File: config.mk
export PLATFORM = sky130hd
export DESIGN_NAME = plotter_motion_ctrl
export DESIGN_NICKNAME = d
export VERILOG_FILES = /design/src/rtl/plotter_pkg.sv /design/src/rtl/plotter_motion_ctrl_timer.sv /design/src/rtl/plotter_motion_ctrl.sv
export SDC_FILE = /design/constraint.sdc
export NUM_CORES = 1
export LEC_CHECK = 0
export BUFFER_PORTS_ARGS = -buffer_cell sky130_fd_sc_hd__buf_2
export CAP_MARGIN = 10
export CELL_PAD_IN_SITES_DETAIL_PLACEMENT = 1
export CELL_PAD_IN_SITES_GLOBAL_PLACEMENT = 1
export CORE_MARGIN = 5
export CORE_UTILIZATION = 38
export DETAILED_ROUTE_END_ITERATION = 6
export PLACE_DENSITY_LB_ADDON = 0.1
export SLEW_MARGIN = 5
export SYNTH_ARGS = -nofsm -noshare
export SYNTH_HDL_FRONTEND = slang
export SYNTH_SLANG_ARGS = --single-unit
File: constraint.sdc
create_clock -name clock -period 2.5 [get_ports clock]
set_clock_uncertainty 0.05 [all_clocks]
set_input_delay 0.75 -clock clock [delete_from_list [all_inputs] [get_ports clock]]
set_output_delay 0.75 -clock clock [all_outputs]
set_load 0.02 [all_outputs]
File: src/rtl/plotter_pkg.sv
// Shared definitions for the plotter motion controller and the servo PWM block.
package plotter_pkg;

  typedef enum logic [2:0] {
    ST_IDLE    = 3'd0,
    ST_PEN     = 3'd1,
    ST_STEP_HI = 3'd2,
    ST_STEP_LO = 3'd3,
    ST_DONE    = 3'd4
  } state_e;

  localparam logic PEN_UP   = 1'b0;
  localparam logic PEN_DOWN = 1'b1;

  localparam logic [31:0] DEFAULT_DUTY_UP   = 32'd100000;
  localparam logic [31:0] DEFAULT_DUTY_DOWN = 32'd200000;

endpackage

File: src/rtl/plotter_motion_ctrl_timer.sv
// Loadable 32-bit down-counter that holds at zero; shared by the settle and step waits.
module motion_timer (
  input  logic        clk_i,
  input  logic        rst_i,
  input  logic        load_i,
  input  logic [31:0] load_val_i,
  output logic        zero_o
);

  logic [31:0] count_q;

  always_ff @(posedge clk_i or posedge rst_i) begin
    if (rst_i) begin
      count_q <= 32'd0;
    end else if (load_i) begin
      count_q <= load_val_i;
    end else if (count_q != 32'd0) begin
      count_q <= count_q - 32'd1;
    end else begin
      count_q <= count_q;
    end
  end

  assign zero_o = (count_q == 32'd0);

endmodule

File: src/rtl/plotter_motion_ctrl.sv
// Single-axis move sequencer: optional pen change with servo settle, then N timed step pulses.
module plotter_motion_ctrl
  import plotter_pkg::*;
#(
  parameter int unsigned STEP_PERIOD  = 50000,
  parameter int unsigned STEP_HIGH    = 500,
  parameter int unsigned SERVO_SETTLE = 5000000,
  parameter logic [31:0] DUTY_UP      = DEFAULT_DUTY_UP,
  parameter logic [31:0] DUTY_DOWN    = DEFAULT_DUTY_DOWN,
  parameter int unsigned CNT_W        = 16
) (
  input  logic             clock,
  input  logic             reset,
  input  logic             cmd_valid,
  output logic             cmd_ready,
  input  logic [CNT_W-1:0] cmd_steps,
  input  logic             cmd_dir,
  input  logic             cmd_pen,
  output logic             step_out,
  output logic             dir_out,
  output logic [31:0]      servo_duty,
  output logic             busy,
  output logic             done,
  output logic [CNT_W-1:0] steps_left
);

  localparam logic [31:0] HI_LOAD  = 32'(STEP_HIGH - 1);
  localparam logic [31:0] LO_LOAD  = 32'(STEP_PERIOD - STEP_HIGH - 1);
  localparam logic [31:0] PEN_LOAD = 32'(SERVO_SETTLE - 1);

  state_e           state_q;
  logic             step_q, dir_q, pen_q, busy_q, done_q;
  logic [CNT_W-1:0] steps_left_q;
  logic             accept_s, tmr_zero_s, tmr_load_s;
  logic [31:0]      tmr_val_s;

  assign cmd_ready  = (state_q == ST_IDLE);
  assign accept_s   = cmd_valid & cmd_ready;
  assign servo_duty = (pen_q == PEN_DOWN) ? DUTY_DOWN : DUTY_UP;
  assign step_out   = step_q;
  assign dir_out    = dir_q;
  assign busy       = busy_q;
  assign done       = done_q;
  assign steps_left = steps_left_q;

  motion_timer u_timer (
    .clk_i      (clock),
    .rst_i      (reset),
    .load_i     (tmr_load_s),
    .load_val_i (tmr_val_s),
    .zero_o     (tmr_zero_s)
  );

  // Timer reloads must line up with the FSM transitions below
  always_comb begin
    tmr_load_s = 1'b0;
    tmr_val_s  = 32'd0;
    case (state_q)
      ST_IDLE: begin
        if (accept_s && (cmd_pen != pen_q)) begin
          tmr_load_s = 1'b1;
          tmr_val_s  = PEN_LOAD;
        end else if (accept_s && (cmd_steps != '0)) begin
          tmr_load_s = 1'b1;
          tmr_val_s  = HI_LOAD;
        end else begin
          tmr_load_s = 1'b0;
        end
      end
      ST_PEN: begin
        if (tmr_zero_s && (steps_left_q != '0)) begin
          tmr_load_s = 1'b1;
          tmr_val_s  = HI_LOAD;
        end else begin
          tmr_load_s = 1'b0;
        end
      end
      ST_STEP_HI: begin
        if (tmr_zero_s) begin
          tmr_load_s = 1'b1;
          tmr_val_s  = LO_LOAD;
        end else begin
          tmr_load_s = 1'b0;
        end
      end
      ST_STEP_LO: begin
        if (tmr_zero_s && (steps_left_q != CNT_W'(1))) begin
          tmr_load_s = 1'b1;
          tmr_val_s  = HI_LOAD;
        end else begin
          tmr_load_s = 1'b0;
        end
      end
      default: tmr_load_s = 1'b0;
    endcase
  end

  // Move sequencer with registered step/busy/done outputs
  always_ff @(posedge clock or posedge reset) begin
    if (reset) begin
      state_q      <= ST_IDLE;
      step_q       <= 1'b0;
      dir_q        <= 1'b0;
      pen_q        <= PEN_UP;
      busy_q       <= 1'b0;
      done_q       <= 1'b0;
      steps_left_q <= '0;
    end else begin
      done_q <= 1'b0;
      case (state_q)
        ST_IDLE: begin
          if (accept_s) begin
            steps_left_q <= cmd_steps;
            dir_q        <= cmd_dir;
            pen_q        <= cmd_pen;
            busy_q       <= 1'b1;
            if (cmd_pen != pen_q) begin
              state_q <= ST_PEN;
            end else if (cmd_steps == '0) begin
              state_q <= ST_DONE;
              done_q  <= 1'b1;
            end else begin
              state_q <= ST_STEP_HI;
              step_q  <= 1'b1;
            end
          end
        end
        ST_PEN: begin
          if (tmr_zero_s && (steps_left_q == '0)) begin
            state_q <= ST_DONE;
            done_q  <= 1'b1;
          end else if (tmr_zero_s) begin
            state_q <= ST_STEP_HI;
            step_q  <= 1'b1;
          end
        end
        ST_STEP_HI: begin
          if (tmr_zero_s) begin
            state_q <= ST_STEP_LO;
            step_q  <= 1'b0;
          end
        end
        ST_STEP_LO: begin
          if (tmr_zero_s) begin
            steps_left_q <= steps_left_q - CNT_W'(1);
            if (steps_left_q == CNT_W'(1)) begin
              state_q <= ST_DONE;
              done_q  <= 1'b1;
            end else begin
              state_q <= ST_STEP_HI;
              step_q  <= 1'b1;
            end
          end
        end
        ST_DONE: begin
          state_q <= ST_IDLE;
          busy_q  <= 1'b0;
        end
        default: begin
          state_q <= ST_IDLE;
          step_q  <= 1'b0;
          busy_q  <= 1'b0;
        end
      endcase
    end
  end

endmodule

==> metrics.txt <==
CTS tree built; WP depth 5; R2R Path Start u_timer.count_q[17]$_DFFE_PP0P_; routed vias 3343; drc violations 0; clk_lat worst skew 0.32 ns; Cell Area, Placed 4140 sq um; hpwl dp 8190 um; CTS max path bufs 2; Initial Util 39.3%; Final Max Slew Viols 0; Total Wirelength 10800 um; Yosys top cell area share 38.4%; Sink Count 56; Die Span Y 108 um; WP data arrival 2.55 ns; CP Capture Point u_timer.count_q[15]$_DFFE_PP0P_; post-synthesis async set-or-reset flop share 100%; Slew headroom 57.2%; Fin. Hold Viols 0; Crit-path slowest cell or4_4; CTS Buf Count 5; fin crit period 2.39 ns; crit path from u_timer.count_q[17]$_DFFE_PP0P_; Lkg Pwr 1.86 nW; Post-Syn Instances 410; worst path cell trace or4_4 -> or2_4 -> or3_4 -> and3_2 -> o31a_1; met2 WL 5220 um; Final Non-Filler Cells 609; register area share after synthesis 38.4%; Crit path max-delay family simple AND/OR/NAND/NOR gates; met1 WL 4950 um; hold slack 0.448 ns; distinct cell type count after synthesis 70; NumNets Final 505; ys flop type dfrtp_1; CP Max Fanout 15; max frequency 0.418 GHz; # placed instances 601; clock slew at reported path FFs 0.11 ns; flops & latches, synth 56; most common cell in the synthesized netlist dfrtp_1; die extent in x 108 um; via/cell ratio 5.49; Area growth syn-to-layout 18.2%; drt wl/cell 17.7 um; Bufs and invs on worst path 0; worst reg2reg endpoint u_timer.count_q[15]$_DFFE_PP0P_; core area 9280 sq um; Cell Pwr Density 793 nW/um^2; Final setup viols 0; Site Rows 35; Least-Margin Pin Slew 0.642 ns; Pre-antenna DRT Iters 4; antenna-violating nets left 0; CTS H-tree depth 2; RSZ-0062 raised after global routing false; met3 wire length 461 um; R2R Setup Slk 0.11 ns; initial antenna violation count 0; CP max stage delay 0.56 ns; Die ar. 11700 sq um; number of flops mapped to enable cells by yosys 0; Max Cap Viol 0; gr usage total 18.8%; largest area contributor in the netlist dfrtp_1; R2R depth 5; # IOs 74; top sig layer met4; post-CTS setup buffer count 0; vias in the first global route 3506; total congestion overflow 0; CTS Root Cell clkbuf_8; top cells by area, synth dfrtp_1 (38%), buf_4 (6.4%), o21ai_0 (5.9%), a21oi_1 (3.7%), nand2_1 (3.3%); Finished Cell Area 4320 sq um; mapped cell area 3650 sq um; I/O Buffers 49; hold crit path type primary input to async pin; Synth top cells by count dfrtp_1 (56), o21ai_0 (43), nand2_1 (32); first-pass GRT wire length 17500 um; # hold bufs at CTS 0; VDD IR max 0.281 mV; GPL Wtd Cong 0.847; largest net degree at the start of global routing 27; CP endpoint kind flop; share of layout cells above drive strength 1 27.5%; n_diodes 0; syn_area_per_cell 8.90 sq um; initial detailed-routing violation count 126; crit path kind flop to flop; Critical Path RT 2.66 ns; synth warn 0; status finished clean; Setup crit start kind flop; fin crit share 95.7%
## worst reg2reg max path: stages, from the launching register on
cell and delay, ns:
dfrtp_1 0.43, or4_4 0.56, or2_4 0.28, or3_4 0.50
and3_2 0.24, o31a_1 0.23
## logic make-up after synthesis
family / Yosys count / synth area share (%)
fa+ha+maj: 5 / 1.71
simple gates: 155 / 25.1
buf+inv: 58 / 10.0
mux: 2 / 0.583
other cells: 2 / 0.206
compound gates: 119 / 20.9
flops: 56 / 38.4
xor+xnor: 13 / 3.12
## final cells by class
type	count	area, sq um
fillers	1120	4970
multi-input cells	318	2020
flip-flops and latches	56	1400
repair buffers	90	578
well taps	129	161
clock buffers	7	96.3
clock inverters	1	30.0
inverters	8	30.0
## worst min path at each step
stage / cells after the start / to / from
global route: 2 / dir_out$_DFFE_PP0P_ / dir_out$_DFFE_PP0P_
detailed placement: 2 / dir_out$_DFFE_PP0P_ / dir_out$_DFFE_PP0P_
floorplan: 2 / u_timer.count_q[23]$_DFFE_PP0P_ / u_timer.count_q[23]$_DFFE_PP0P_
finish: 2 / steps_left[9]$_DFFE_PP0P_ / reset
global placement: 2 / dir_out$_DFFE_PP0P_ / dir_out$_DFFE_PP0P_
CTS: 2 / dir_out$_DFFE_PP0P_ / dir_out$_DFFE_PP0P_
## stage by stage
stage               power [mW]  utilization, %  TNS [ns]  setup slack (ns)
CTS                       3.43            46.1         0            0.0135
detailed placement        2.73            44.6   -0.0210           -0.0161
global placement          2.69            44.6         0            0.0386
floorplan                 2.29               -         0            0.0209
finish                    3.42            46.5         0             0.108
global route              3.64            46.5         0            0.0149
## sequential cells by signal (all words and copies together), names as in the netlist
register         count
step_out             1
steps_left          16
dir_out              1
busy                 1
u_timer.count_q     32
state_q              3
done                 1
pen_q                1
## layer usage
layer	track usage, %	up-vias
li1	-	1592
met1	25.3	1661
met2	32.3	75
met3	2.33	15
met4	3.97	0
met5	0	-
## power breakdown
group	total (mW)	leakage [nW]	switching, mW	internal, mW
Sequential	1.43	0.676	0.296	1.13
Combinational	1.31	1.12	0.764	0.544
Clock	0.684	0.0645	0.329	0.355
Total	3.42	1.86	1.39	2.03
## cells in the final DEF (no fill, tap or decap), types with 3 or more instances in the layout
cell | Yosys | final
nor4b_2 | 0 | 3
inv_1 | 8 | 7
nand2_1 | 32 | 32
nor2_1 | 27 | 27
nor4_2 | 4 | 5
a21oi_1 | 27 | 27
xnor2_1 | 8 | 8
o21a_1 | 3 | 3
nor4_1 | 12 | 11
or2_2 | 3 | 3
ha_1 | 5 | 5
or3_1 | 10 | 10
o21ai_1 | 4 | 4
nor3_1 | 18 | 17
or4_1 | 6 | 6
nand2b_1 | 3 | 3
buf_2 | 4 | 49
nand3_1 | 5 | 5
buf_4 | 31 | 39
o31ai_1 | 5 | 5
and4_1 | 3 | 3
xor2_1 | 5 | 5
o31a_1 | 6 | 6
o21ai_0 | 43 | 43
conb_1 | 2 | 24
dfrtp_1 | 56 | 56
nand4_1 | 3 | 3
a22oi_1 | 6 | 6
nor3b_1 | 3 | 3
clkbuf_8 | 0 | 7
## what timing repair did
item,in CTS,in global routing
setup endpoints to repair,3,12
pin swaps,0,1
resized for setup,2,6
No activity file was read; power rests on OpenSTA's default activity.
